### config.mk
export PLATFORM = sky130hd
export DESIGN_NAME = fifo_ctrl_flat
export DESIGN_NICKNAME = d
export VERILOG_FILES = /design/src/rtl/fifo_pkg.sv /design/src/rtl/fifo_ctrl_if.sv /design/src/rtl/fifo_ptr.sv /design/src/rtl/fifo_ctrl.sv /design/src/flat_wrapper.sv
export SDC_FILE = /design/constraint.sdc
export NUM_CORES = 1
export LEC_CHECK = 0
export CORE_MARGIN = 3
export CORE_UTILIZATION = 47
export DETAILED_ROUTE_END_ITERATION = 8
export PLACE_DENSITY = 0.88
export SLEW_MARGIN = 20
export SYNTH_ARGS = -nofsm -noshare
export SYNTH_HDL_FRONTEND = slang
export SYNTH_SLANG_ARGS = --single-unit
### constraint.sdc
create_clock -name clk -period 3.5 [get_ports clk]
set_input_delay 0.525 -clock clk [delete_from_list [all_inputs] [get_ports clk]]
set_output_delay 0.525 -clock clk [all_outputs]
set_load 0.03 [all_outputs]
### src/rtl/fifo_pkg.sv
// Shared sizing helpers and the binary-to-Gray conversion for the FIFO controller.
package fifo_pkg;

    localparam int ADDR_W_DEF = 4;

    function automatic int ptr_width(input int addr_w);
        return addr_w + 1;
    endfunction

    function automatic int depth_of(input int addr_w);
        return 32'sd1 << addr_w;
    endfunction

    localparam int DEPTH_DEF = depth_of(ADDR_W_DEF);

    function automatic logic [31:0] bin2gray(input logic [31:0] bin);
        return bin ^ (bin >> 32'd1);
    endfunction

endpackage

### src/rtl/fifo_ctrl_if.sv
// Request, RAM-sequencing and status bundle between a FIFO user and fifo_ctrl.
interface fifo_ctrl_if
    import fifo_pkg::*;
#(
    parameter int ADDR_W = 4
);

    localparam int PW = ptr_width(ADDR_W);

    logic              wr_req;
    logic              rd_req;
    logic              clr_err;
    logic              ram_we;
    logic [ADDR_W-1:0] ram_waddr;
    logic              ram_re;
    logic [ADDR_W-1:0] ram_raddr;
    logic              rd_valid;
    logic              full;
    logic              empty;
    logic              almost_full;
    logic              almost_empty;
    logic [PW-1:0]     count;
    logic [PW-1:0]     wr_ptr_gray;
    logic [PW-1:0]     rd_ptr_gray;
    logic              overflow;
    logic              underflow;

    modport master (
        output wr_req, rd_req, clr_err,
        input  ram_we, ram_waddr, ram_re, ram_raddr, rd_valid, full, empty,
               almost_full, almost_empty, count, wr_ptr_gray, rd_ptr_gray,
               overflow, underflow
    );

    modport slave (
        input  wr_req, rd_req, clr_err,
        output ram_we, ram_waddr, ram_re, ram_raddr, rd_valid, full, empty,
               almost_full, almost_empty, count, wr_ptr_gray, rd_ptr_gray,
               overflow, underflow
    );

endinterface

### src/rtl/fifo_ptr.sv
// Wrap-bit binary pointer with a registered Gray copy, usable on either FIFO side.
module fifo_ptr
    import fifo_pkg::*;
#(
    parameter int ADDR_W = 4
) (
    input  logic            clk,
    input  logic            rst,
    input  logic            inc,
    output logic [ADDR_W:0] ptr_bin,
    output logic [ADDR_W:0] ptr_bin_nxt,
    output logic [ADDR_W:0] ptr_gray
);

    localparam int PW = ptr_width(ADDR_W);

    logic [PW-1:0] bin_q;
    logic [PW-1:0] gray_q;
    logic [PW-1:0] gray_d;

    // Gray copy is taken from the next value so it changes on the same edge as the binary pointer.
    always_comb begin
        ptr_bin_nxt = bin_q + {{(PW-1){1'b0}}, inc};
        gray_d      = PW'(bin2gray(32'(ptr_bin_nxt)));
    end

    // Pointer and Gray registers.
    always_ff @(posedge clk) begin
        if (rst) begin
            bin_q  <= {PW{1'b0}};
            gray_q <= {PW{1'b0}};
        end else begin
            bin_q  <= ptr_bin_nxt;
            gray_q <= gray_d;
        end
    end

    assign ptr_bin  = bin_q;
    assign ptr_gray = gray_q;

endmodule

### src/rtl/fifo_ctrl.sv
// Single-clock FIFO controller: pointer ownership, RAM enables, occupancy flags and sticky errors.
module fifo_ctrl
    import fifo_pkg::*;
#(
    parameter int ADDR_W   = 4,
    parameter int AF_LEVEL = 12,
    parameter int AE_LEVEL = 2
) (
    input  logic       clk,
    input  logic       rst,
    fifo_ctrl_if.slave bus
);

    localparam int PW    = ptr_width(ADDR_W);
    localparam int DEPTH = depth_of(ADDR_W);

    logic          wr_acc_s;
    logic          rd_acc_s;
    logic [PW-1:0] wr_bin_s;
    logic [PW-1:0] wr_nxt_s;
    logic [PW-1:0] wr_gray_s;
    logic [PW-1:0] rd_bin_s;
    logic [PW-1:0] rd_nxt_s;
    logic [PW-1:0] rd_gray_s;
    logic [PW-1:0] count_q, count_d;
    logic          full_q, full_d;
    logic          empty_q, empty_d;
    logic          af_q, af_d;
    logic          ae_q, ae_d;
    logic          rd_valid_q, rd_valid_d;
    logic          ovf_q, ovf_d;
    logic          udf_q, udf_d;
    logic          ptr_msb_unused;

    // Acceptance uses only the registered flags; nothing is accepted while reset is asserted.
    always_comb begin
        wr_acc_s = 1'b0;
        rd_acc_s = 1'b0;
        if (rst) begin
            wr_acc_s = 1'b0;
            rd_acc_s = 1'b0;
        end else begin
            wr_acc_s = bus.wr_req & ~full_q;
            rd_acc_s = bus.rd_req & ~empty_q;
        end
    end

    fifo_ptr #(.ADDR_W(ADDR_W)) u_wr_ptr (
        .clk         (clk),
        .rst         (rst),
        .inc         (wr_acc_s),
        .ptr_bin     (wr_bin_s),
        .ptr_bin_nxt (wr_nxt_s),
        .ptr_gray    (wr_gray_s)
    );

    fifo_ptr #(.ADDR_W(ADDR_W)) u_rd_ptr (
        .clk         (clk),
        .rst         (rst),
        .inc         (rd_acc_s),
        .ptr_bin     (rd_bin_s),
        .ptr_bin_nxt (rd_nxt_s),
        .ptr_gray    (rd_gray_s)
    );

    // Next occupancy is the wrap-aware pointer distance, equal to count + wr_acc - rd_acc.
    always_comb begin
        count_d    = wr_nxt_s - rd_nxt_s;
        full_d     = (count_d == PW'(DEPTH));
        empty_d    = (count_d == {PW{1'b0}});
        af_d       = (count_d >= PW'(AF_LEVEL));
        ae_d       = (count_d <= PW'(AE_LEVEL));
        rd_valid_d = rd_acc_s;
        ovf_d      = (bus.wr_req & full_q)  | (ovf_q & ~bus.clr_err);
        udf_d      = (bus.rd_req & empty_q) | (udf_q & ~bus.clr_err);
    end

    // Status registers.
    always_ff @(posedge clk) begin
        if (rst) begin
            count_q    <= {PW{1'b0}};
            full_q     <= 1'b0;
            empty_q    <= 1'b1;
            af_q       <= 1'b0;
            ae_q       <= 1'b1;
            rd_valid_q <= 1'b0;
            ovf_q      <= 1'b0;
            udf_q      <= 1'b0;
        end else begin
            count_q    <= count_d;
            full_q     <= full_d;
            empty_q    <= empty_d;
            af_q       <= af_d;
            ae_q       <= ae_d;
            rd_valid_q <= rd_valid_d;
            ovf_q      <= ovf_d;
            udf_q      <= udf_d;
        end
    end

    // Wrap bits only matter for the distance; the RAM sees the low address bits.
    assign ptr_msb_unused = wr_bin_s[PW-1] ^ rd_bin_s[PW-1];

    assign bus.ram_we       = wr_acc_s;
    assign bus.ram_waddr    = wr_bin_s[ADDR_W-1:0];
    assign bus.ram_re       = rd_acc_s;
    assign bus.ram_raddr    = rd_bin_s[ADDR_W-1:0];
    assign bus.rd_valid     = rd_valid_q;
    assign bus.full         = full_q;
    assign bus.empty        = empty_q;
    assign bus.almost_full  = af_q;
    assign bus.almost_empty = ae_q;
    assign bus.count        = count_q;
    assign bus.wr_ptr_gray  = wr_gray_s;
    assign bus.rd_ptr_gray  = rd_gray_s;
    assign bus.overflow     = ovf_q;
    assign bus.underflow    = udf_q;

endmodule

### src/flat_wrapper.sv
// flat-port wrapper written by rule: the top's interface ports become plain ports
module fifo_ctrl_flat import fifo_pkg::*;
#(
    parameter int ADDR_W   = 4,
    parameter int AF_LEVEL = 12,
    parameter int AE_LEVEL = 2
)
  (clk, rst, bus_wr_req, bus_rd_req, bus_clr_err, bus_ram_we, bus_ram_waddr, bus_ram_re, bus_ram_raddr, bus_rd_valid, bus_full, bus_empty, bus_almost_full, bus_almost_empty, bus_count, bus_wr_ptr_gray, bus_rd_ptr_gray, bus_overflow, bus_underflow);
  fifo_ctrl_if #(.ADDR_W(ADDR_W)) bus_i ();
  input  logic clk;
  input  logic rst;
  input wire logic [$bits(bus_i.wr_req)-1:0] bus_wr_req;
  input wire logic [$bits(bus_i.rd_req)-1:0] bus_rd_req;
  input wire logic [$bits(bus_i.clr_err)-1:0] bus_clr_err;
  output wire logic [$bits(bus_i.ram_we)-1:0] bus_ram_we;
  output wire logic [$bits(bus_i.ram_waddr)-1:0] bus_ram_waddr;
  output wire logic [$bits(bus_i.ram_re)-1:0] bus_ram_re;
  output wire logic [$bits(bus_i.ram_raddr)-1:0] bus_ram_raddr;
  output wire logic [$bits(bus_i.rd_valid)-1:0] bus_rd_valid;
  output wire logic [$bits(bus_i.full)-1:0] bus_full;
  output wire logic [$bits(bus_i.empty)-1:0] bus_empty;
  output wire logic [$bits(bus_i.almost_full)-1:0] bus_almost_full;
  output wire logic [$bits(bus_i.almost_empty)-1:0] bus_almost_empty;
  output wire logic [$bits(bus_i.count)-1:0] bus_count;
  output wire logic [$bits(bus_i.wr_ptr_gray)-1:0] bus_wr_ptr_gray;
  output wire logic [$bits(bus_i.rd_ptr_gray)-1:0] bus_rd_ptr_gray;
  output wire logic [$bits(bus_i.overflow)-1:0] bus_overflow;
  output wire logic [$bits(bus_i.underflow)-1:0] bus_underflow;
  assign bus_i.wr_req = bus_wr_req;
  assign bus_i.rd_req = bus_rd_req;
  assign bus_i.clr_err = bus_clr_err;
  assign bus_ram_we = bus_i.ram_we;
  assign bus_ram_waddr = bus_i.ram_waddr;
  assign bus_ram_re = bus_i.ram_re;
  assign bus_ram_raddr = bus_i.ram_raddr;
  assign bus_rd_valid = bus_i.rd_valid;
  assign bus_full = bus_i.full;
  assign bus_empty = bus_i.empty;
  assign bus_almost_full = bus_i.almost_full;
  assign bus_almost_empty = bus_i.almost_empty;
  assign bus_count = bus_i.count;
  assign bus_wr_ptr_gray = bus_i.wr_ptr_gray;
  assign bus_rd_ptr_gray = bus_i.rd_ptr_gray;
  assign bus_overflow = bus_i.overflow;
  assign bus_underflow = bus_i.underflow;
  fifo_ctrl #(.ADDR_W(ADDR_W), .AF_LEVEL(AF_LEVEL), .AE_LEVEL(AE_LEVEL)) u_core (.clk(clk), .rst(rst), .bus(bus_i));
endmodule
==> reports/metrics.csv, run 1 <==
stage;metric;value;unit
route;DRC viols;0;
placed_design;gpl congestion;0.7945;
setup_path;worst-path cell chain;clkdlybuf4s50_1, nor3b_2, ha_1, ha_1, xor2_1, inv_1, ha_1, a21oi_4, maj3_2, a21oi_2, xnor2_1, and4bb_1;
floorplanning;die area;3525;µm²
sta;final hold violations;0;
power_and_ir_drop;Design Power;844.6;µW
floorplanning;Chip Height;59.37;µm
synth;Synth area leader;dfxtp_1;
power_and_ir_drop;Sequential Power Share;45.9;%
power_and_ir_drop;maximum vdd drop;0.0003960;V
cts;Clk Latency, worst-skew pair;0.32;ns
power_and_ir_drop;Comb power frac;30.8;%
placed_design;DP HPWL;2162;µm
cts;htree depth;2;
grt;total track usage;17.85;%
final_layout;nets@finish;181;
sta;Rel. slew slack;65.76;%
route;via/cell ratio;5.071;
synth;Syn Nets;139;
grt;remaining global-route overflow;0;
power_and_ir_drop;Sw Share;31.60;%
sta;Final Max Tran Viols;0;
synth;cell count after synthesis;126;
power_and_ir_drop;leakage;0.7457;nW
final_layout;share of layout cells above drive strength 1;12.57;%
power_and_ir_drop;Clk pwr share;23.3;%
floorplanning;row count;18;
placed_design;IO buf count;36;
setup_path;Worst EP required;3.72;ns
floorplanning;IO Count;37;
synth;Avg Inst Size Synth;10.63;µm²
sta;worst hold slack;0.5140;ns
setup_path;peak per-stage delay on the critical path;0.49;ns
cts;Clock Sinks;30;
setup_path;Crit. End Element;register;
setup_path;WP data arrival;3.36;ns
grt;vias in the first global route;986;
synth;Cell Area, Synth;1339;µm²
synth;post-synthesis sequential area ratio;44.86;%
grt;global-route wire length before repair;4574;µm
sta;fmax;0.3185;GHz
grt;largest net degree at the start of global routing;18;
power_and_ir_drop;Pwr Density;468.1;nW/µm²
sta;RSZ-0062 raised after global routing;no;
power_and_ir_drop;P_sw;266.9;µW
cts;total CTS buffers;5;
sta;period utilization;89.71;%
sta;worst-margin pin slew;0.5099;ns
final_layout;Fill cells;189;
synth;Synth cell types;30;
power_and_ir_drop;Pint;577.7;µW
final_layout;most frequent cells in the layout;clkdlybuf4s50_1 (36), dfxtp_1 (30), nor2_1 (24), xnor2_1 (11), ha_1 (8);
synth;synthesized flop and latch total;30;
setup_path;startpoint types;input pin;
status;status;finished, final reports clean;
min_path;HP Class;reg -> reg;
cts;Root Driver;clkbuf_4;
sta;Clock Skew;0.003837;ns
setup_path;CP Class;in -> reg;
route;wire length per cell;14.06;µm
final_layout;Area Overhead vs Synth;34.77;%
sta;final setup violation count;0;
route;initial drt markers;21;
setup_path;Slowest cell on crit path;clkdlybuf4s50_1;
synth;post-synth top area share;44.86;%
final_layout;non-filler instance count after layout;197;
cts;Clock transition at path regs;0.08;ns
placed_design;placed cells;191;
final_layout;commonest non-fill, non-tap cell in the layout;clkdlybuf4s50_1;
floorplanning;Die W;59.37;µm
route;routed vias;999;
route;Routed Antenna Nets;0;
synth;Ys Warns;0;
cts;Post-CTS Setup Inserts;0;
route;TritonRoute pass-1 iters;4;
sta;Tmin final;3.140;ns
synth;Area contributors post-synth;dfxtp_1 (45%), ha_1 (7.5%), xnor2_1 (7.2%), nor2_1 (6.7%), xor2_4 (4.1%);
cts;CTS tree;done;
floorplanning;Initial Util;51.69;%
setup_path;crit path max fanout;5;
final_layout;Antenna Diode Count;0;
run;max_cap viols;0;
cts;Resized cells post-CTS;0;
cts;CTS max path bufs;2;
grt;initial antenna violation count;0;
setup_path;crit-path most repeated cell;ha_1;
sta;Total Neg Setup Slack;0;ns
floorplanning;core region area;2590;µm²
cts;hold_buf cts;0;
route;routed wire length;2770;µm
## final cells by class
class                   count  area [µm²]  area share [%]
clock buffers               6       51.30           2.843
inverters                   5       18.77           1.040
multi-input cells          87       713.2           39.53
flip-flops and latches     30       600.6           33.29
well taps                  30       37.54           2.080
repair buffers             39       382.9           21.22
## path summary, 6_finish.rpt
kind	end	slack [ns]	cells after the start	startpoint
worst max-delay path	u_core.bus.full	0.36	12	rst
worst min-delay path	u_core.bus.underflow	0.51	2	u_core.bus.underflow
worst max register to register	u_core.bus.full	0.72	11	u_core.bus.empty
worst min register to register	u_core.bus.underflow	0.51	2	u_core.bus.underflow
## synthesized netlist by cell type (all sizes together)
cell	instances
maj3	2
inv	5
nand2b	3
a2bb2oi	1
xnor3	1
and4bb	1
mux2i	1
clkbuf	3
xnor2	13
a21oi	4
dfxtp	30
a22oi	2
nor2	24
buf	1
o22ai	1
ha	8
and2	2
nor3	2
xor2	8
nor2b	4
nand3	4
nor3b	3
a31o	2
and2b	1
## registers in the layout, summed over array words and instances (netlist names)
register                  flops
u_core.bus.full               1
u_core.bus.empty              1
u_core.u_wr_ptr.ptr_bin       5
u_core.bus.almost_full        1
u_core.bus.overflow           1
u_core.bus.count              5
u_core.bus.rd_valid           1
u_core.u_rd_ptr.ptr_gray      4
u_core.u_rd_ptr.ptr_bin       5
u_core.bus.almost_empty       1
u_core.u_wr_ptr.ptr_gray      4
u_core.bus.underflow          1
## per-stage QoR
| stage | util, % | setup slack (ns) | area, µm² |
|---|---|---|---|
| 2_1_floorplan | - | 0.1249 | 1349 |
| 3_3_place_gp | 67.68 | 0.2030 | 1753 |
| 3_5_place_dp | 67.68 | 0.006486 | 1753 |
| 4_1_cts | 69.66 | 0.3654 | 1804 |
| 5_1_grt | 69.66 | 0.2085 | 1804 |
| 6_report | 69.66 | 0.3602 | 1804 |
## routing by layer
| metal | vias up | part of all wire, % | track usage [%] | wire length, µm |
|---|---|---|---|---|
| li1 | 496 | - | - | - |
| met1 | 468 | 40 | 19.97 | 1101 |
| met2 | 28 | 53 | 29.64 | 1470 |
| met3 | 7 | 5.0 | 6.754 | 138 |
| met4 | 0 | 2.2 | 8.414 | 60 |
| met5 | - | 0 | 0 | 0 |
## power by group through the flow
stage / Combinational, mW / Clock, mW / Sequential (mW)
2_1_floorplan: 0.105 / 0 / 0.456
6_report: 0.260 / 0.197 / 0.387
3_5_place_dp: 0.261 / 0 / 0.396
5_1_grt: 0.278 / 0.218 / 0.392
4_1_cts: 0.262 / 0.202 / 0.388
3_3_place_gp: 0.252 / 0 / 0.394
## logic make-up (layout without fill, tap and decap cells)
group           Yosys count  in the layout  synth area share (%)
mux                       1              1                0.7477
simple gates             44             44                 17.20
buf+inv                   9             50                 2.617
xor+xnor                 22             22                 19.35
flops                    30             30                 44.86
compound gates           10             10                 6.169
fa+ha+maj                10             10                 9.066
## worst max-delay path, delay by kind of cell
family / cells / cell delay (ns)
buffers and inverters: 2 / 0.56
xor gates and xnor gates: 2 / 0.53
adders and majority gates: 4 / 0.92
AOI/OAI and AO/OA: 2 / 0.23
and+or+nand+nor: 2 / 0.59
Note: power is estimated with default switching activity, not from simulation.
==> run 2: changes to the inputs <==
- SKIP_CTS_REPAIR_TIMING: default -> 1
==> results of run 2 <==
Same layout as run 1: the final DEF is identical, and so are final timing and power.
